--- src/rtl/fifo_wr_ctrl.sv ---
// Write-domain pointer/flag controller for the UART async FIFO.
// Keeps binary and Gray write pointers; derives full, almost-full, level and overflow.
module fifo_wr_ctrl #(
   parameter int ADDR_WIDTH = 3,
   parameter int AF_THRESH  = 6
) (
   input  logic                  w_clk_wr,
   input  logic                  w_rst_wr,
   input  logic                  w_inc_wr,
   input  logic                  ovf_clr_wr,
   input  logic [ADDR_WIDTH:0]   wq2_rptr_wr,
   output logic                  w_en_wr,
   output logic [ADDR_WIDTH-1:0] wr_addr_wr,
   output logic [ADDR_WIDTH:0]   wr_ptr_wr,
   output logic                  full_wr,
   output logic                  almost_full_wr,
   output logic [ADDR_WIDTH:0]   wr_level_wr,
   output logic                  ovf_wr
);

   localparam int PW = ADDR_WIDTH + 1;
   // Full when the two top Gray bits are inverted and the rest match.
   localparam logic [ADDR_WIDTH:0] FULL_MASK = PW'(3) << (ADDR_WIDTH - 1);
   localparam logic [ADDR_WIDTH:0] AF_LVL    = PW'(AF_THRESH);

   logic [ADDR_WIDTH:0] r_wbin;
   logic [ADDR_WIDTH:0] w_wbin_next;
   logic [ADDR_WIDTH:0] w_wgray_next;
   logic [ADDR_WIDTH:0] w_rbin_sync;

   always_comb begin
      w_rbin_sync = '0;
      for (int unsigned i = 0; i < unsigned'(PW); i++) begin
         w_rbin_sync[i] = ^(wq2_rptr_wr >> i);
      end
   end

   assign full_wr        = (wr_ptr_wr == (wq2_rptr_wr ^ FULL_MASK));
   assign w_en_wr        = w_inc_wr & ~full_wr;
   assign wr_level_wr    = r_wbin - w_rbin_sync;
   assign almost_full_wr = (wr_level_wr >= AF_LVL);
   assign w_wbin_next    = r_wbin + PW'(1);
   assign w_wgray_next   = w_wbin_next ^ (w_wbin_next >> 1);

   always_ff @(posedge w_clk_wr or posedge w_rst_wr) begin
      if (w_rst_wr) begin
         r_wbin     <= '0;
         wr_ptr_wr  <= '0;
         wr_addr_wr <= '0;
         ovf_wr     <= 1'b0;
      end else begin
         if (w_en_wr) begin
            r_wbin     <= w_wbin_next;
            wr_ptr_wr  <= w_wgray_next;
            wr_addr_wr <= w_wbin_next[ADDR_WIDTH-1:0];
         end
         // A rejected write in the same cycle as a clear keeps the flag set.
         if (w_inc_wr && full_wr) begin
            ovf_wr <= 1'b1;
         end else if (ovf_clr_wr) begin
            ovf_wr <= 1'b0;
         end
      end
   end

endmodule

--- config.mk ---
export PLATFORM = sky130hd
export DESIGN_NAME = fifo_wr_ctrl
export DESIGN_NICKNAME = d
export VERILOG_FILES = /design/src/rtl/fifo_wr_ctrl.sv
export SDC_FILE = /design/constraint.sdc
export NUM_CORES = 1
export LEC_CHECK = 0
export ABC_AREA = 0
export BUFFER_PORTS_ARGS = -buffer_cell sky130_fd_sc_hd__buf_4
export CORE_MARGIN = 4
export CORE_UTILIZATION = 41
export DETAILED_ROUTE_END_ITERATION = 6
export PLACE_DENSITY = 0.72
export SLEW_MARGIN = 20
export SYNTH_ARGS = -nofsm -noshare
export SYNTH_HDL_FRONTEND = slang
export SYNTH_SLANG_ARGS = --single-unit
--- constraint.sdc ---
create_clock -name w_clk_wr -period 1.5 [get_ports w_clk_wr]
set_input_delay 0 -clock w_clk_wr [delete_from_list [all_inputs] [get_ports w_clk_wr]]
set_output_delay 0 -clock w_clk_wr [all_outputs]
set_load 0.02 [all_outputs]
* Word-level counts from Yosys, hierarchy flattened
Cells that the tools add are included.
** Operators by class
- Add/subtract/negate cells :: 2
- Multipliers :: 0
- Div/mod/pow operators :: 0
- Order comparisons :: 1
- Equality and inequality tests :: 1
- Shifts and indexed selects :: 0
- Muxes and demuxes :: 2
- Bitwise gates (word level) :: 4
- Reduce and logical (&&, ||, !) cells :: 6
** Operator list (count)
- 4-bit parity :: 4
- 4-bit by 1-bit adder with 4-bit output (second input constant) :: 1
- 4-bit == test :: 1
- 4-bit by 3-bit >= comparator with 1-bit output (second input constant) :: 1
- 4-bit subtractor :: 1
- 4-bit by 3-bit XOR with 4-bit output :: 1
- 1-bit 2-to-1 mux :: 2
- 2-bit inverter :: 1
- 2-bit nonzero test :: 1
- 1-bit bitwise AND :: 1
- 1-bit logical AND :: 1
- 1-bit inverter :: 1
** Storage, ports and cells
- Register bits :: 12
- Bits in latches :: 0
- RAM bits :: 0
- Memory bits (read-only) :: 0
- Bits of input ports :: 8
- Output and inout bits :: 15
- Logic and storage cells :: 20
- Memories :: 0

* Depth between registers and ports, before layout
- Word-level depth :: 4
- Mapped depth :: 9
- Gate-level depth less buffers :: 9

* Worst setup path after synthesis
OpenSTA, ideal clock, no wires.
- Path kind :: input -> output
- From :: input wq2_rptr_wr[3]
- To :: output almost_full_wr
- Arrival :: 1.981 ns
- Required time :: 1.500 ns
- Setup slack :: -0.481 ns
- Stages on the path :: 9
- Path buffers :: 0
- Cell sequence :: xnor2_1 xor2_1 xnor2_1 ha_1 inv_1 fa_1 xor2_1 nand2_1 o21ai_0
** Between the ends
- Word-level cells in the longest chain between the ends :: 3
- Elaborated cells on any way between the ends :: 6
- Classes of those cells :: add/sub: 1; order compare: 1; reduce/logical: 4
** Ends and longest elaborated chain
- start, declared :: RTL line 11 : input logic [ADDR_WIDTH:0] wq2_rptr_wr,
- 4-bit parity :: RTL line 34 : w_rbin_sync[i] = ^(wq2_rptr_wr >> i);
- 4-bit subtractor * :: RTL line 40 : assign wr_level_wr = r_wbin - w_rbin_sync;
- net wr_level_wr[2] :: RTL line 17 : output logic [ADDR_WIDTH:0] wr_level_wr,
- 4-bit by 3-bit >= comparator with 1-bit output * :: RTL line 41 : assign almost_full_wr = (wr_level_wr >= AF_LVL);
- end, declared :: RTL line 16 : output logic almost_full_wr,
Mark *: on every way through the listed nets, which the timed path passes. The rest lies on a longest branch.

* Final worst setup path
- From :: register r_wbin[0]
- To :: output almost_full_wr
** Between the ends
- Word-level cells in the longest chain between the ends :: 2
** Ends and longest elaborated chain
- start, declared :: RTL line 26 : logic [ADDR_WIDTH:0] r_wbin;
- start signal, assigned :: RTL line 53 : r_wbin <= w_wbin_next;
- 4-bit subtractor :: RTL line 40
- 4-bit by 3-bit >= comparator with 1-bit output :: RTL line 41
Every way passes these cells.

==> flow_summary.toml <==
[timing]
period_needed_ns = 1.71
max_freq_mhz = 583
finalHoldViolations = 0
slew_headroom_pct = 78.5
setup_viol = 10
tightest_slew_ns = 0.321
final.setup_skew_ns = 0.00491
finalWorstSetupSlack_ns = -0.215
period_share_pct = 114
slew_violations = 0
rsz0062_at_grt = "yes"

[critical_path]
critPathLaunchType = "register"
path_cells = "inv_2, ha_4, inv_2, fa_2, nand2_2, o21ai_4, buf_6"
endpoint_kind = "output pin"
path_buf_inv = 3
worstPathMaxFanout = 2
path_class = "reg2out"
cp.arrival_ns = 1.71
worstRegToRegCells = 6
cp_slowest_stage_delay_ns = 0.53
crit_family = "adder cells"
required_ns = 1.50
r2r-start = "wr_ptr_wr[1]"
rrSetupSlack_ns = -0.11
crit_slowest_cell = "fa_2"
cpMostUsedCell = "inv_2"
rr_endpoint = "r_wbin[2]"

[route]
met1Wirelength_um = 631
drc = 0
postRouteAntennaNets = 0
drt_iter0_drc = 3
routed-wl-met2_um = 1000
dr.max_layer_used = "met4"
routedWlPerCell_um = 14.2
drt-pass1-iter-count = 3
avgViaCountPerCell = 4.74
drt_wl_total_um = 1760
wl_met3_um = 53
via_count = 588

[die]
die_area_mm2 = 0.00209
core_region_area_mm2 = 0.00132
die_x_um = 45.8
ios = 23
die_h_um = 45.8
placementRows = 13
initial_core_util_pct = 44.3

[pwr]
comb_power_share_pct = 79.7
fin_total_pwr_mw = 3.13
p_int_mw = 1.70
p_leak_nw = 0.541
swShare_pct = 45.6
cellPowerDensity_mw_per_mm2 = 2640
seq_power_share_pct = 14.4
switchingPower_mw = 1.43
ir_worst_vdd_mv = 1.62
power_frac_clock_pct = 5.9

[cts]
numCtsBuffers = 3
clock_sinks = 8
cts_buffer_depth = 2
htree_levels = 1
cts_root_buf = "clkbuf_4"
clk-insertion-delay-late_ns = 0.26
path_clk_slew_ns = 0.05
cts_tree = "yes"

[placed_design]
port_buffers = 22
hpwl_um = 1140
gp_congestion = 0.738
place_ws_ns = -0.315
place_inst = 113

[finish]
fin_cells = 124
drive_above_1_share_pct = 70.6
post-route-util_pct = 90.2
area_growth_pct = 103
antenna_cells = 0
seqCellArea_um2 = 206
multi_input_area_um2 = 542
fillers = 53
final_nets = 123

[run_status]
violations = "setup timing"
status = "finished, violations left"

[global_routing]
grt-ovfl-total = 0
grt_usage_pct = 19.7
grt_pass1_vias = 650
antenna_found_initial = 0
grt_max_degree = 9
grt_pass1_wl_um = 2840

[synth]
synth-edff-count = 0
yosys-top-cells-count = "8 x dfrtp_1, 8 x inv_1, 8 x xnor2_1, 8 x xor2_1, 7 x nand2_1"
syn_area_per_cell_um2 = 9.58
synth_compound_area_share_pct = 9.21
synthMuxAreaShare_pct = 1.93
netlist_top_cells_area = "dfrtp_1 34%, xnor2_1 12%, xor2_1 12%, ha_1 8.6%, o21ai_0 5.1%"
syn-instance-count = 61
ys_seq_area_share_pct = 34.3
async_reset_ff_share_pct = 100
synth_ff_type = "dfrtp_1"
synth_seq_cells = 8
syn_nets = 74
ys_types = 18
synth_top_family_by_area = "XOR/XNOR gates"
yosysTopAreaCell = "dfrtp_1"
ys.warnings.count = 0
synth_fa_ha_area_share_pct = 12.0
synthSimpleGateAreaFrac_pct = 11.6
synth_area_um2 = 584
synth_top_area_share_pct = 34.3
synthXorXnorAreaFrac_pct = 24.0

[job]
cap_violations = 0

[worst_hold_path]
hold_path_end = "ovf_wr"
hold_start = "w_inc_wr"
min_path_type = "in2reg"
hold_depth = 3
==> registers in the layout, summed over array words and instances, names as in the netlist <==
register and flops:
ovf_wr 1, wr_ptr_wr 4, r_wbin 3
==> worst reg2reg max path, delay by kind of cell, from the launching register on <==
| family | cells | cell delay [ns] |
|---|---|---|
| xor gates and xnor gates | 2 | 0.30 |
| and+or+nand+nor | 1 | 0.04 |
| buffers and inverters | 2 | 0.32 |
| AOI/OAI and AO/OA | 1 | 0.40 |
| DFF | 1 | 0.44 |
==> layout by cell type (no fill, tap or decap) <==
master	netlist	layout
xor2_1	8	4
xor2_2	0	3
inv_1	8	5
xor2_4	0	1
nand2_1	7	5
buf_6	1	6
ha_4	0	3
nand3_1	1	1
nor3b_4	0	1
clkbuf_1	0	1
inv_2	0	3
nor4_4	0	1
xnor2_4	0	2
ha_1	4	1
clkbuf_4	0	3
xnor2_2	0	1
buf_4	0	37
dlygate4sd3_1	0	2
o21ai_1	0	3
o21ai_2	0	1
fa_2	0	1
a21boi_2	0	1
mux2_4	0	1
nand2_2	0	2
o21ai_0	6	1
dfrtp_1	8	3
nor2_4	0	1
o41ai_4	0	1
nor2_2	2	2
xnor2_1	8	5
o21ai_4	0	1
dfrtp_2	0	5
nor2b_1	1	1
==> power groups by stage <==
stage	clock [mW]	sequential, mW	combinational (mW)
CTS	0.188	0.432	2.28
finish	0.184	0.452	2.50
detailed placement	0	0.420	2.00
floorplan	0	0.605	1.05
global placement	0	0.417	1.97
global route	0.209	0.464	2.69
==> through the flow <==
step                      area [um^2]  hold slack [ns]  setup TNS (ns)
after CTS                        1130         0.000954          -0.907
after global placement            961          -0.0417          -0.813
after floorplan                   668           -0.185          -0.369
after detailed placement          961          -0.0381           -1.02
final                            1190           0.0107           -1.04
after global routing             1190           0.0472           -1.68
==> what timing repair did <==
action / CTS / global route
hold buffers: 2 / 0
buffers inserted: 4 / 1
gates resized for setup: 19 / 12
endpoints found under the hold margin: 9 / 0
pin swaps: 8 / 10
endpoints found under the setup margin: 10 / 13
==> how the worst max path moves through the flow <==
stage | from | to | cells past startpoint
global placement | wq2_rptr_wr[3] | almost_full_wr | 11
detailed placement | wq2_rptr_wr[3] | almost_full_wr | 11
finish | r_wbin[0] | almost_full_wr | 7
CTS | r_wbin[0] | almost_full_wr | 8
global route | r_wbin[0] | almost_full_wr | 8
floorplan | wq2_rptr_wr[3] | almost_full_wr | 9
==> logic make-up after synthesis <==
logic type | Yosys count
buffers and inverters | 9
flip-flops | 8
AO/OA/AOI/OAI | 8
multiplexers | 1
adder cells (fa/ha/maj) | 5
XOR/XNOR | 16
AND/OR/NAND/NOR | 14
==> routing by layer <==
| metal | track usage [%] | up-vias |
|---|---|---|
| met5 | 0 | - |
| met4 | 8.52 | 0 |
| met3 | 2.37 | 6 |
| met2 | 39.3 | 16 |
| met1 | 19.9 | 278 |
| li1 | - | 288 |
==> area by class of cell <==
| type | instances | area share (%) |
|---|---|---|
| timing repair buffer | 45 | 30.7 |
| sequential | 8 | 17.4 |
| multi-input combinational | 44 | 45.6 |
| clock buffer | 4 | 2.21 |
| inverter | 8 | 2.53 |
| tap | 15 | 1.58 |
Note: power is estimated with default switching activity, not from simulation.
